`src/rtl/uart_pkg.sv`:
```
// Shared UART definitions: FSM state encoding and default frame parameters,
// used by both the receive and transmit blocks.
package uart_pkg;

    typedef enum logic [1:0] {
        IDLE  = 2'd0,
        START = 2'd1,
        DATA  = 2'd2,
        STOP  = 2'd3
    } uart_state_t;

    localparam int DEFAULT_OVERSAMPLE = 16;
    localparam int DEFAULT_DATA_BITS  = 8;

endpackage

```
`src/rtl/uart_rx_if.sv`:
```
// Receive-side consumer interface: received byte, valid/ack handshake and
// the one-clock error pulses.
interface uart_rx_if
    import uart_pkg::*;
#(
    parameter int DATA_BITS = DEFAULT_DATA_BITS
);

    logic [DATA_BITS-1:0] rx_data;
    logic                 rx_valid;
    logic                 rx_ack;
    logic                 frame_err;
    logic                 overrun_err;

    modport master (
        output rx_data,
        output rx_valid,
        output frame_err,
        output overrun_err,
        input  rx_ack
    );

    modport slave (
        input  rx_data,
        input  rx_valid,
        input  frame_err,
        input  overrun_err,
        output rx_ack
    );

endinterface

```
`src/rtl/uart_rx_sync_2ff.sv`:
```
// Two-flop synchronizer for the asynchronous serial line; resets to the
// idle (high) line level so reset never looks like a start bit.
module sync_2ff (
    input  logic clk,
    input  logic rst,
    input  logic d,
    output logic q
);

    logic meta;

    always_ff @(posedge clk) begin
        if (rst) begin
            meta <= 1'b1;
            q    <= 1'b1;
        end else begin
            meta <= d;
            q    <= meta;
        end
    end

endmodule

```
`src/rtl/uart_rx.sv`:
```
// Oversampling UART receiver: start-bit qualification at mid-bit, LSB-first
// data capture, stop-bit check and a valid/ack output register with overrun.
module uart_rx
    import uart_pkg::*;
#(
    parameter int OVERSAMPLE = DEFAULT_OVERSAMPLE,
    parameter int DATA_BITS  = DEFAULT_DATA_BITS
) (
    input  logic        clk,
    input  logic        rst,
    input  logic        rxd,
    input  logic        sample_en,
    uart_rx_if.master   rx
);

    localparam int TICK_W = $clog2(OVERSAMPLE);
    localparam int BIT_W  = (DATA_BITS > 1) ? $clog2(DATA_BITS) : 1;

    localparam logic [TICK_W-1:0] TICK_HALF = TICK_W'(OVERSAMPLE / 2 - 1);
    localparam logic [TICK_W-1:0] TICK_LAST = TICK_W'(OVERSAMPLE - 1);
    localparam logic [BIT_W-1:0]  BIT_LAST  = BIT_W'(DATA_BITS - 1);

    logic                 rxs;
    uart_state_t          state;
    uart_state_t          state_next;
    logic [TICK_W-1:0]    tick_cnt;
    logic [BIT_W-1:0]     bit_idx;
    logic [DATA_BITS-1:0] shift_reg;
    logic                 line_hold;

    logic tick_clear;
    logic tick_inc;
    logic bit_clear;
    logic bit_shift;
    logic stop_good;
    logic stop_bad;

    sync_2ff u_sync (
        .clk (clk),
        .rst (rst),
        .d   (rxd),
        .q   (rxs)
    );

    always_ff @(posedge clk) begin
        if (rst) begin
            state <= IDLE;
        end else begin
            state <= state_next;
        end
    end

    // line_hold blocks a new start after a low stop bit until the line has
    // been seen high again, so a held break yields a single frame error.
    always_comb begin
        state_next = state;
        case (state)
            IDLE: begin
                if (!rxs && !line_hold) begin
                    state_next = START;
                end
            end
            START: begin
                if (sample_en && tick_cnt == TICK_HALF) begin
                    state_next = rxs ? IDLE : DATA;
                end
            end
            DATA: begin
                if (sample_en && tick_cnt == TICK_LAST && bit_idx == BIT_LAST) begin
                    state_next = STOP;
                end
            end
            STOP: begin
                if (sample_en && tick_cnt == TICK_LAST) begin
                    state_next = IDLE;
                end
            end
        endcase
    end

    always_comb begin
        tick_clear = 1'b0;
        tick_inc   = 1'b0;
        bit_clear  = 1'b0;
        bit_shift  = 1'b0;
        stop_good  = 1'b0;
        stop_bad   = 1'b0;
        case (state)
            IDLE: begin
                tick_clear = 1'b1;
                bit_clear  = 1'b1;
            end
            START: begin
                if (sample_en) begin
                    if (tick_cnt == TICK_HALF) begin
                        tick_clear = 1'b1;
                        bit_clear  = 1'b1;
                    end else begin
                        tick_inc = 1'b1;
                    end
                end
            end
            DATA: begin
                if (sample_en) begin
                    if (tick_cnt == TICK_LAST) begin
                        tick_clear = 1'b1;
                        bit_shift  = 1'b1;
                    end else begin
                        tick_inc = 1'b1;
                    end
                end
            end
            STOP: begin
                if (sample_en) begin
                    if (tick_cnt == TICK_LAST) begin
                        tick_clear = 1'b1;
                        stop_good  = rxs;
                        stop_bad   = !rxs;
                    end else begin
                        tick_inc = 1'b1;
                    end
                end
            end
        endcase
    end

    // A completion takes priority over an ack; an ack on the completion edge
    // simply means the old byte was consumed, so it is not an overrun.
    always_ff @(posedge clk) begin
        if (rst) begin
            tick_cnt       <= '0;
            bit_idx        <= '0;
            shift_reg      <= '0;
            line_hold      <= 1'b0;
            rx.rx_data     <= '0;
            rx.rx_valid    <= 1'b0;
            rx.frame_err   <= 1'b0;
            rx.overrun_err <= 1'b0;
        end else begin
            if (tick_clear) begin
                tick_cnt <= '0;
            end else if (tick_inc) begin
                tick_cnt <= tick_cnt + TICK_W'(1);
            end

            if (bit_clear) begin
                bit_idx <= '0;
            end else if (bit_shift) begin
                bit_idx <= bit_idx + BIT_W'(1);
            end

            if (bit_shift) begin
                shift_reg <= {rxs, shift_reg[DATA_BITS-1:1]};
            end

            if (stop_bad) begin
                line_hold <= 1'b1;
            end else if (state == IDLE && rxs) begin
                line_hold <= 1'b0;
            end

            rx.frame_err   <= stop_bad;
            rx.overrun_err <= stop_good && rx.rx_valid && !rx.rx_ack;

            if (stop_good) begin
                rx.rx_data  <= shift_reg;
                rx.rx_valid <= 1'b1;
            end else if (rx.rx_ack && rx.rx_valid) begin
                rx.rx_valid <= 1'b0;
            end
        end
    end

endmodule

```
`src/flat_wrapper.sv`:
```
// flat-port wrapper written by rule: the top's interface ports become plain ports
module uart_rx_flat import uart_pkg::*;
#(
    parameter int OVERSAMPLE = DEFAULT_OVERSAMPLE,
    parameter int DATA_BITS  = DEFAULT_DATA_BITS
)
  (clk, rst, rxd, sample_en, rx_rx_data, rx_rx_valid, rx_frame_err, rx_overrun_err, rx_rx_ack);
  uart_rx_if #(.DATA_BITS(DATA_BITS)) rx_i ();
  input  logic clk;
  input  logic rst;
  input  logic rxd;
  input  logic sample_en;
  output wire logic [$bits(rx_i.rx_data)-1:0] rx_rx_data;
  output wire logic [$bits(rx_i.rx_valid)-1:0] rx_rx_valid;
  output wire logic [$bits(rx_i.frame_err)-1:0] rx_frame_err;
  output wire logic [$bits(rx_i.overrun_err)-1:0] rx_overrun_err;
  input wire logic [$bits(rx_i.rx_ack)-1:0] rx_rx_ack;
  assign rx_rx_data = rx_i.rx_data;
  assign rx_rx_valid = rx_i.rx_valid;
  assign rx_frame_err = rx_i.frame_err;
  assign rx_overrun_err = rx_i.overrun_err;
  assign rx_i.rx_ack = rx_rx_ack;
  uart_rx #(.OVERSAMPLE(OVERSAMPLE), .DATA_BITS(DATA_BITS)) u_core (.clk(clk), .rst(rst), .rxd(rxd), .sample_en(sample_en), .rx(rx_i));
endmodule
```
`config.mk`:
```
export PLATFORM = sky130hd
export DESIGN_NAME = uart_rx_flat
export DESIGN_NICKNAME = d
export VERILOG_FILES = /design/src/rtl/uart_pkg.sv /design/src/rtl/uart_rx_if.sv /design/src/rtl/uart_rx_sync_2ff.sv /design/src/rtl/uart_rx.sv /design/src/flat_wrapper.sv
export SDC_FILE = /design/constraint.sdc
export NUM_CORES = 1
export LEC_CHECK = 0
export CORE_MARGIN = 2
export CORE_UTILIZATION = 60
export CTS_BUF_LIST = sky130_fd_sc_hd__clkbuf_8
export DETAILED_ROUTE_END_ITERATION = 7
export HOLD_SLACK_MARGIN = 0.03
export PLACE_DENSITY_LB_ADDON = 0.08
export REMOVE_ABC_BUFFERS = 1
export SLEW_MARGIN = 20
export SYNTH_ARGS = -nofsm -noshare
export SYNTH_HDL_FRONTEND = slang
export SYNTH_SLANG_ARGS = --single-unit
```
`constraint.sdc`:
```
create_clock -name clk -period 2.8 [get_ports clk]
set_clock_uncertainty 0.2 [all_clocks]
set_input_delay 0.56 -clock clk [delete_from_list [all_inputs] [get_ports clk]]
set_output_delay 0.56 -clock clk [all_outputs]
set_load 0.05 [all_outputs]
```
; ---- Word-level counts from Yosys, hierarchy flattened
; Cells that the tools add are included.
[totals]
in_bits = 5
out_inout_bits = 11
word_cells = 69
register_bits = 31
[classes]
mux = 28
addsub = 2
reduce_logical = 18
n_eq_ne = 10
[op_table]
columns = cell, n
row1 = $mux 1, 19
row2 = $mux 2, 5
row3 = $logic_and 1x1->1, 8
row4 = $ne 2x1->1 const B, 4
row5 = $pmux 2 s4, 1
row6 = $reduce_or 2->1, 3
row7 = $add 4x1->4 const B, 1
row8 = $eq 2x2->1 const B, 2
row9 = $eq 4x3->1 const B, 1
row10 = $eq 4x4->1 const B, 1
row11 = $pmux 1 s2, 2
row12 = $reduce_and 4->1, 1
row13 = $reduce_bool 2->1, 2
row14 = $add 3x1->3 const B, 1
row15 = $eq 3x3->1 const B, 1
row16 = $logic_not 1->1, 3
row17 = $pmux 1 s3, 1
row18 = $eq 2x1->1 const B, 1
row19 = $logic_not 2->1, 1

; ---- Longest topological paths before layout
; Gate-level depths: netlist (run 1).
[logic_depth]
depth_word = 6
ltp_mapped = 7

; ---- Cells and area by module
; Synthesis (run 1) repeated with hierarchy kept, for this count alone.
[hier_totals]
hier_cells = 122
hier_area_um2 = 1197.4
[modules_own_cells]
columns = module, area_each_um2, cells_each, instances, seq_area_each_um2
row1 = uart_rx, 1144.8, 118, 1, 580.6
row2 = sync_2ff, 52.6, 4, 1, 40.0

; ---- Least setup slack after synthesis (run 1)
; No wires, ideal clock.
[synth_path]
path_type = flip-flop to flip-flop
from = reg u_core.tick_cnt[0]
to = reg u_core.rx.rx_data[7]
arrival_ns = 1.393
stages_incl_launch_ff = 8
slack_ns = 1.080
n_path_buf = 2
t_required_ns = 2.472
synth_period_minus_slack_ns = 1.720
path_cell_list = dfxtp_1 -> ha_1 -> and3_2 -> buf_6 -> nand3_1 -> buf_4 -> mux2i_1 -> nor2_1
[synth_via]
elab_chain_cells = 4
[synth_rtl]
columns = element, line_no
row1 = from (decl), uart_rx.sv:26  ; logic [TICK_W-1:0] tick_cnt;
row2 = from (signal assigned), uart_rx.sv:143  ; tick_cnt <= tick_cnt + TICK_W'(1);
row3 = $eq 4x4->1, uart_rx.sv:115  ; if (tick_cnt == TICK_LAST) begin
row4 = $mux 1, uart_rx.sv:115
row5 = $mux 1, uart_rx.sv:114  ; if (sample_en) begin
row6 = $mux 1, uart_rx.sv:88  ; case (state)
row7 = to (signal assigned), uart_rx.sv:166  ; rx.rx_data <= shift_reg;
row8 = to (decl), uart_rx_if.sv:16  ; output rx_data,
; Every way passes these cells.
; A chain may end at the register's enable or synchronous reset.

; ---- Worst setup path in the final report (run 1)
[layout_path]
from = reg u_core.rx.rx_data[0]
to = out rx_rx_data[0]
[layout_rtl]
columns = element, line_no
row1 = to (decl), flat_wrapper.sv:13  ; output wire logic [$bits(rx_i.rx_data)-1:0] rx_rx_data;
; No word-level cell between the ends.

==> impl_metrics.toml, run 1 <==
[synth]
syn_avg_cell_area_um2 = 10.12
synth_edf_count = 0
synth-async-reset-ratio = 0
yosysTopAreaCell = "dfxtp_1"
synth.yosys.warnings = 0
ys_seq_area_frac = 0.4719
ys_ff_latch = 31
ys.flop_type = "dfxtp_1"
postSynthCellCount = 130
yosysTopAreaCellShare = 0.4719
synth_area_um2 = 1315
yosys-top-cells-area = "dfxtp_1 (47%), mux2i_1 (14%), nor2_1 (6.9%)"
ys_types = 38

[cells_and_area]
drive_gt1_frac = 0.1565
syn2layout_area_growth_pct = 19.03
layout_common_cells = "dfxtp_1 (31), nor2_1 (24), mux2i_1 (19), clkdlybuf4s50_1 (15), clkbuf_8 (7)"
final_common_cell = "dfxtp_1"
postLayoutCoreUtil = 0.7741
nets = 154
diodes = 0

[setup_path]
cp_max_fo = 2
rrSetupSlack_ns = 0.91
cp-endpoint = "rx_rx_data[0]"
cp_top_family = "buffers and inverters"
cp_slowest_stage_delay_ns = 0.81
crit_arrival_ns = 1.43
crit_type = "flip-flop to output pin"
path_depth = 1
reg2reg_depth = 6
end_kind = "output pin"
reg2reg_to = "u_core.rx.rx_data[5]$_SDFFE_PP0P_"
worstPathCellList = "clkdlybuf4s50_1"
start_kind = "flip-flop"
r2r_start = "u_core.tick_cnt[0]$_SDFFE_PP0P_"
path_buf_inv = 1
cp.required_ns = 2.04
slowest_stage = "clkdlybuf4s50_1"
cp-startpoint = "u_core.rx.rx_data[0]$_SDFFE_PP0P_"

[sta]
final.period_utilization = 0.7825
slew_headroom = 0.5935
setup_violations = 0
final.setup.worst_slack_ns = 0.6090
whs_ns = 0.2112
rsz0062_at_grt = "false"
drv_slew = 0
post-route-min-period_ns = 2.191
tns_ns = 0
fmax_ghz = 0.4564
tightest_slew_ns = 0.6078
hold_viol_final = 0

[run]
max_cap_viol_count = 0

[cts]
cts.sinks = 31
insertion_delay_ns = 0.28
htree_levels = 2
hold_buffers = 0
post_cts_buffers = 0
cts_tree = "built"
post_cts_resize_count = 0
numCtsBuffers = 5
cts_max_path_buffers = 2
cts.root.buffer_cell = "clkbuf_8"
path_clk_slew_ns = 0.06

[grt]
use_met3 = 0.07895
first_global_vias = 902
grt_overflow = 0
busiest_layer = "met2"
antenna_found_initial = 0
grt_pass1_wl_um = 4015
grt_max_degree = 18
grt_usage = 0.2173
gr-usage-met2 = 0.3399
gr-usage-met1 = 0.2585

[placed_design]
preCtsSetupSlack_ns = 0.4682
gp_congestion = 0.7614
portBuffers = 15
place.detailed.hpwl_um = 1585

[min_path]
hold_path.class = "flip-flop to flip-flop"

[drt]
drc = 0
drtAntennaViolNets = 0
routed_wl_um = 2338
drt_pass1_iterations = 4
vias = 950
via_per_inst = 5.460
drt-initial-drc-count = 13
routedWlPerCell_um = 13.44

[pwr]
p_total_uw = 858.3
power_density_nw_per_um2 = 548.4
vdd.ir_drop.worst_uv = 416.0
power.static_leakage_uw = 0.0006088

[die]
die-area_um2 = 2582
initial_core_util = 0.6504
die_h_um = 50.82
ios = 16
die_width_um = 50.82
placementRows = 16
design.core.area_um2 = 2022

[status]
outcome = "finished clean"
## where the power goes
| group | switching [µW] | internal, µW |
|---|---|---|
| sequential | 3.63 | 443 |
| clock | 163 | 223 |
| combinational | 13.0 | 12.4 |
## worst min-delay path by stage
| stage | depth (start not counted) | endpoint | startpoint | slack, ns |
|---|---|---|---|---|
| floorplan | 1 | u_core.u_sync.q$_SDFF_PP1_ | u_core.u_sync.meta$_SDFF_PP1_ | 0.19 |
| CTS | 1 | u_core.u_sync.q$_SDFF_PP1_ | u_core.u_sync.meta$_SDFF_PP1_ | 0.21 |
| global route | 1 | u_core.u_sync.q$_SDFF_PP1_ | u_core.u_sync.meta$_SDFF_PP1_ | 0.25 |
| finish | 1 | u_core.u_sync.q$_SDFF_PP1_ | u_core.u_sync.meta$_SDFF_PP1_ | 0.21 |
| global placement | 1 | u_core.u_sync.q$_SDFF_PP1_ | u_core.u_sync.meta$_SDFF_PP1_ | 0.19 |
| detailed placement | 1 | u_core.u_sync.q$_SDFF_PP1_ | u_core.u_sync.meta$_SDFF_PP1_ | 0.20 |
## synthesized netlist by cell type, types with 2 or more instances
master    number
or2_2          3
nor3_1         3
buf_6          3
mux2i_1       19
a21oi_1        5
dfxtp_1       31
clkbuf_1       3
ha_1           3
nand2_1        5
buf_2          2
inv_1          2
nor2_1        24
xnor2_1        2
## metrics by stage
| step | cell area (µm²) | instances |
|---|---|---|
| 3_3_place_gp | 1461 | 166 |
| 5_1_grt | 1565 | 174 |
| 6_report | 1565 | 174 |
| 4_1_cts | 1565 | 174 |
| 3_5_place_dp | 1461 | 166 |
| 2_1_floorplan | 1247 | 120 |
## layout make-up
type	instances	area [µm²]
Clock buffer	7	96.34
Multi-Input combinational cell	87	619.3
Clock inverter	1	7.507
Timing Repair Buffer	19	180.2
Inverter	2	7.507
Sequential cell	31	620.6
Fill cell	144	456.7
Tap cell	27	33.78
## layer usage
layer / vias to the layer above / routed length, µm / share of wire
met5: - / 0 / 0
met4: 0 / 44 / 0.019
met3: 7 / 116 / 0.050
met2: 27 / 1134 / 0.49
met1: 439 / 1042 / 0.45
li1: 477 / - / -
## logic make-up after synthesis
logic type	synth area share
fa+ha+maj	0.02855
buf+inv	0.05709
compound gates	0.06946
mux	0.1446
simple gates	0.2084
flops	0.4719
xor+xnor	0.01998
## worst register-to-register path, cell delays in order, from the launching register on
cell and delay [ns]:
dfxtp_1 0.37, ha_1 0.33, and3_2 0.31, nand3_1 0.09, buf_4 0.20, mux2i_1 0.19
nor2_1 0.07
(Power assumes the default switching activity.)
==> inputs of run 2 (changes only) <==
- CORE_UTILIZATION: 60 -> 56
- clock period: 2.8 -> 2.23 ns (I/O delays scaled with it)
==> run 2 against run 1 <==
Compared with the run above: highest routed layer unchanged; first-iteration DRC count down 38%; sequential share of layout area grew 0.74 points; critical path depth did not move; via count is 0.32% higher; non-clock buffer count down 1; worst hold slack improved by 0.032 ns; total power grew 15%; sequential power up 26%.
==> impl_metrics.toml, run 2 (same netlist as run 1, synthesis figures left out) <==
[min_path]
hold_start = "u_core.u_sync.meta$_SDFF_PP1_"
min_path_cells = 1
holdPathEnd = "u_core.u_sync.q$_SDFF_PP1_"
hold_path.class = "flip-flop to flip-flop"

[sta]
post-route-min-period_ns = 2.054
rsz0062_at_grt = "false"
final.setup.worst_slack_ns = 0.1758
final.period_utilization = 0.9212
hold_viol_final = 0
slew_headroom = 0.6570
tightest_slew_ns = 0.5128
fmax_ghz = 0.4868
whs_ns = 0.2431
drv_slew = 0
tns_ns = 0
setup_violations = 0

[die]
die_width_um = 52.46
design.core.area_um2 = 2212
placementRows = 17
ios = 16
die-area_um2 = 2752
initial_core_util = 0.5945
die_h_um = 52.46

[setup_path]
reg2reg_depth = 6
rrSetupSlack_ns = 0.37
cp_slowest_stage_delay_ns = 0.81
crit_type = "flip-flop to output pin"
cp-startpoint = "u_core.rx.rx_data[7]$_SDFFE_PP0P_"
worstPathCellList = "clkdlybuf4s50_1"
end_kind = "output pin"
path_buf_inv = 1
reg2reg_to = "u_core.bit_idx[2]$_SDFFE_PP0P_"
start_kind = "flip-flop"
cp.required_ns = 1.58
cp_top_family = "buffers and inverters"
r2r_start = "u_core.tick_cnt[0]$_SDFFE_PP0P_"
crit_arrival_ns = 1.41
slowest_stage = "clkdlybuf4s50_1"
cp_max_fo = 2

[drt]
wl_met2_um = 1068
drt_pass1_iterations = 5
drtAntennaViolNets = 0
routed_wl_um = 2236
vias = 953
route.met3.wl_um = 116
highest_layer = "met4"
drt-initial-drc-count = 8
drc = 0
wl_met1_um = 1036
routedWlPerCell_um = 12.85
via_per_inst = 5.477

[cts]
post_cts_resize_count = 0
cts_tree = "built"
post_cts_buffers = 0
htree_levels = 2
insertion_delay_ns = 0.27
path_clk_slew_ns = 0.06
hold_buffers = 0
cts.root.buffer_cell = "clkbuf_8"
cts_max_path_buffers = 2
cts.sinks = 31
numCtsBuffers = 5

[grt]
grt_pass1_wl_um = 3781
grt_overflow = 0
grt_max_degree = 16
antenna_found_initial = 0
first_global_vias = 866
grt_usage = 0.1923

[pwr]
p_total_uw = 989.1
power.static_leakage_uw = 0.0006034
power_density_nw_per_um2 = 643.7
vdd.ir_drop.worst_uv = 404.8

[placed_design]
post_dp_cell_area_um2 = 1455
place.detailed.hpwl_um = 1558
preCtsSetupSlack_ns = 0.03637
portBuffers = 15
gp_congestion = 0.7625

[cells_and_area]
nets = 153
layout_common_cells = "dfxtp_1 (31), nor2_1 (24), mux2i_1 (19), clkdlybuf4s50_1 (15)"
syn2layout_area_growth_pct = 16.84
drive_gt1_frac = 0.1370
final_common_cell = "dfxtp_1"
final_area_um2 = 1536
diodes = 0

[run]
max_cap_viol_count = 0

[status]
outcome = "finished clean"
-- run 2: changes by cell type in the layout (fill, tap and decap cells not counted) --
cell / before / now
inv_1: 2 / 4
clkinv_2: 0 / 1
clkinvlp_4: 1 / 0
clkbuf_8: 7 / 5
buf_4: 4 / 3
-- run 2: layer usage --
metal | up-vias | global-route usage
met3 | 2 | 0.06000
met4 | 0 | 0.08974
li1 | 482 | -
met5 | - | 0
met2 | 29 | 0.2979
met1 | 440 | 0.2423
-- run 2: worst max-delay path by stage --
stage	endpoint	slack, ns	cells after the start
finish	rx_rx_data[7]	0.18	1
global route	rx_rx_data[7]	0.12	1
CTS	rx_rx_data[7]	0.16	1
detailed placement	u_core.bit_idx[2]$_SDFFE_PP0P_	0.04	6
global placement	u_core.shift_reg[5]$_SDFFE_PP0P_	0.07	6
floorplan	u_core.bit_idx[1]$_SDFFE_PP0P_	0.16	5
-- run 2: per-stage QoR --
stage / cells / util
4_1_cts: 174 / 0.6946
2_1_floorplan: 120 / -
3_5_place_dp: 166 / 0.6578
3_3_place_gp: 166 / 0.6578
5_1_grt: 174 / 0.6946
6_report: 174 / 0.6946
-- run 2: area by class of cell --
class / count / area, µm²
fill: 189 / 675.6
sequential: 31 / 620.6
multi-input combinational: 87 / 619.3
timing repair buffer: 18 / 172.7
clock buffer: 5 / 68.82
tap: 28 / 35.03
clock inverter: 3 / 12.51
inverter: 2 / 7.507
-- run 2: report_power, final --
group	leakage [µW]	internal (µW)	total (µW)	switching (µW)
Clock	0.0000505	209	397	187
Sequential	0.000250	557	561	4.62
Combinational	0.000303	15.6	31.3	15.8
Total	0.000603	781	989	208
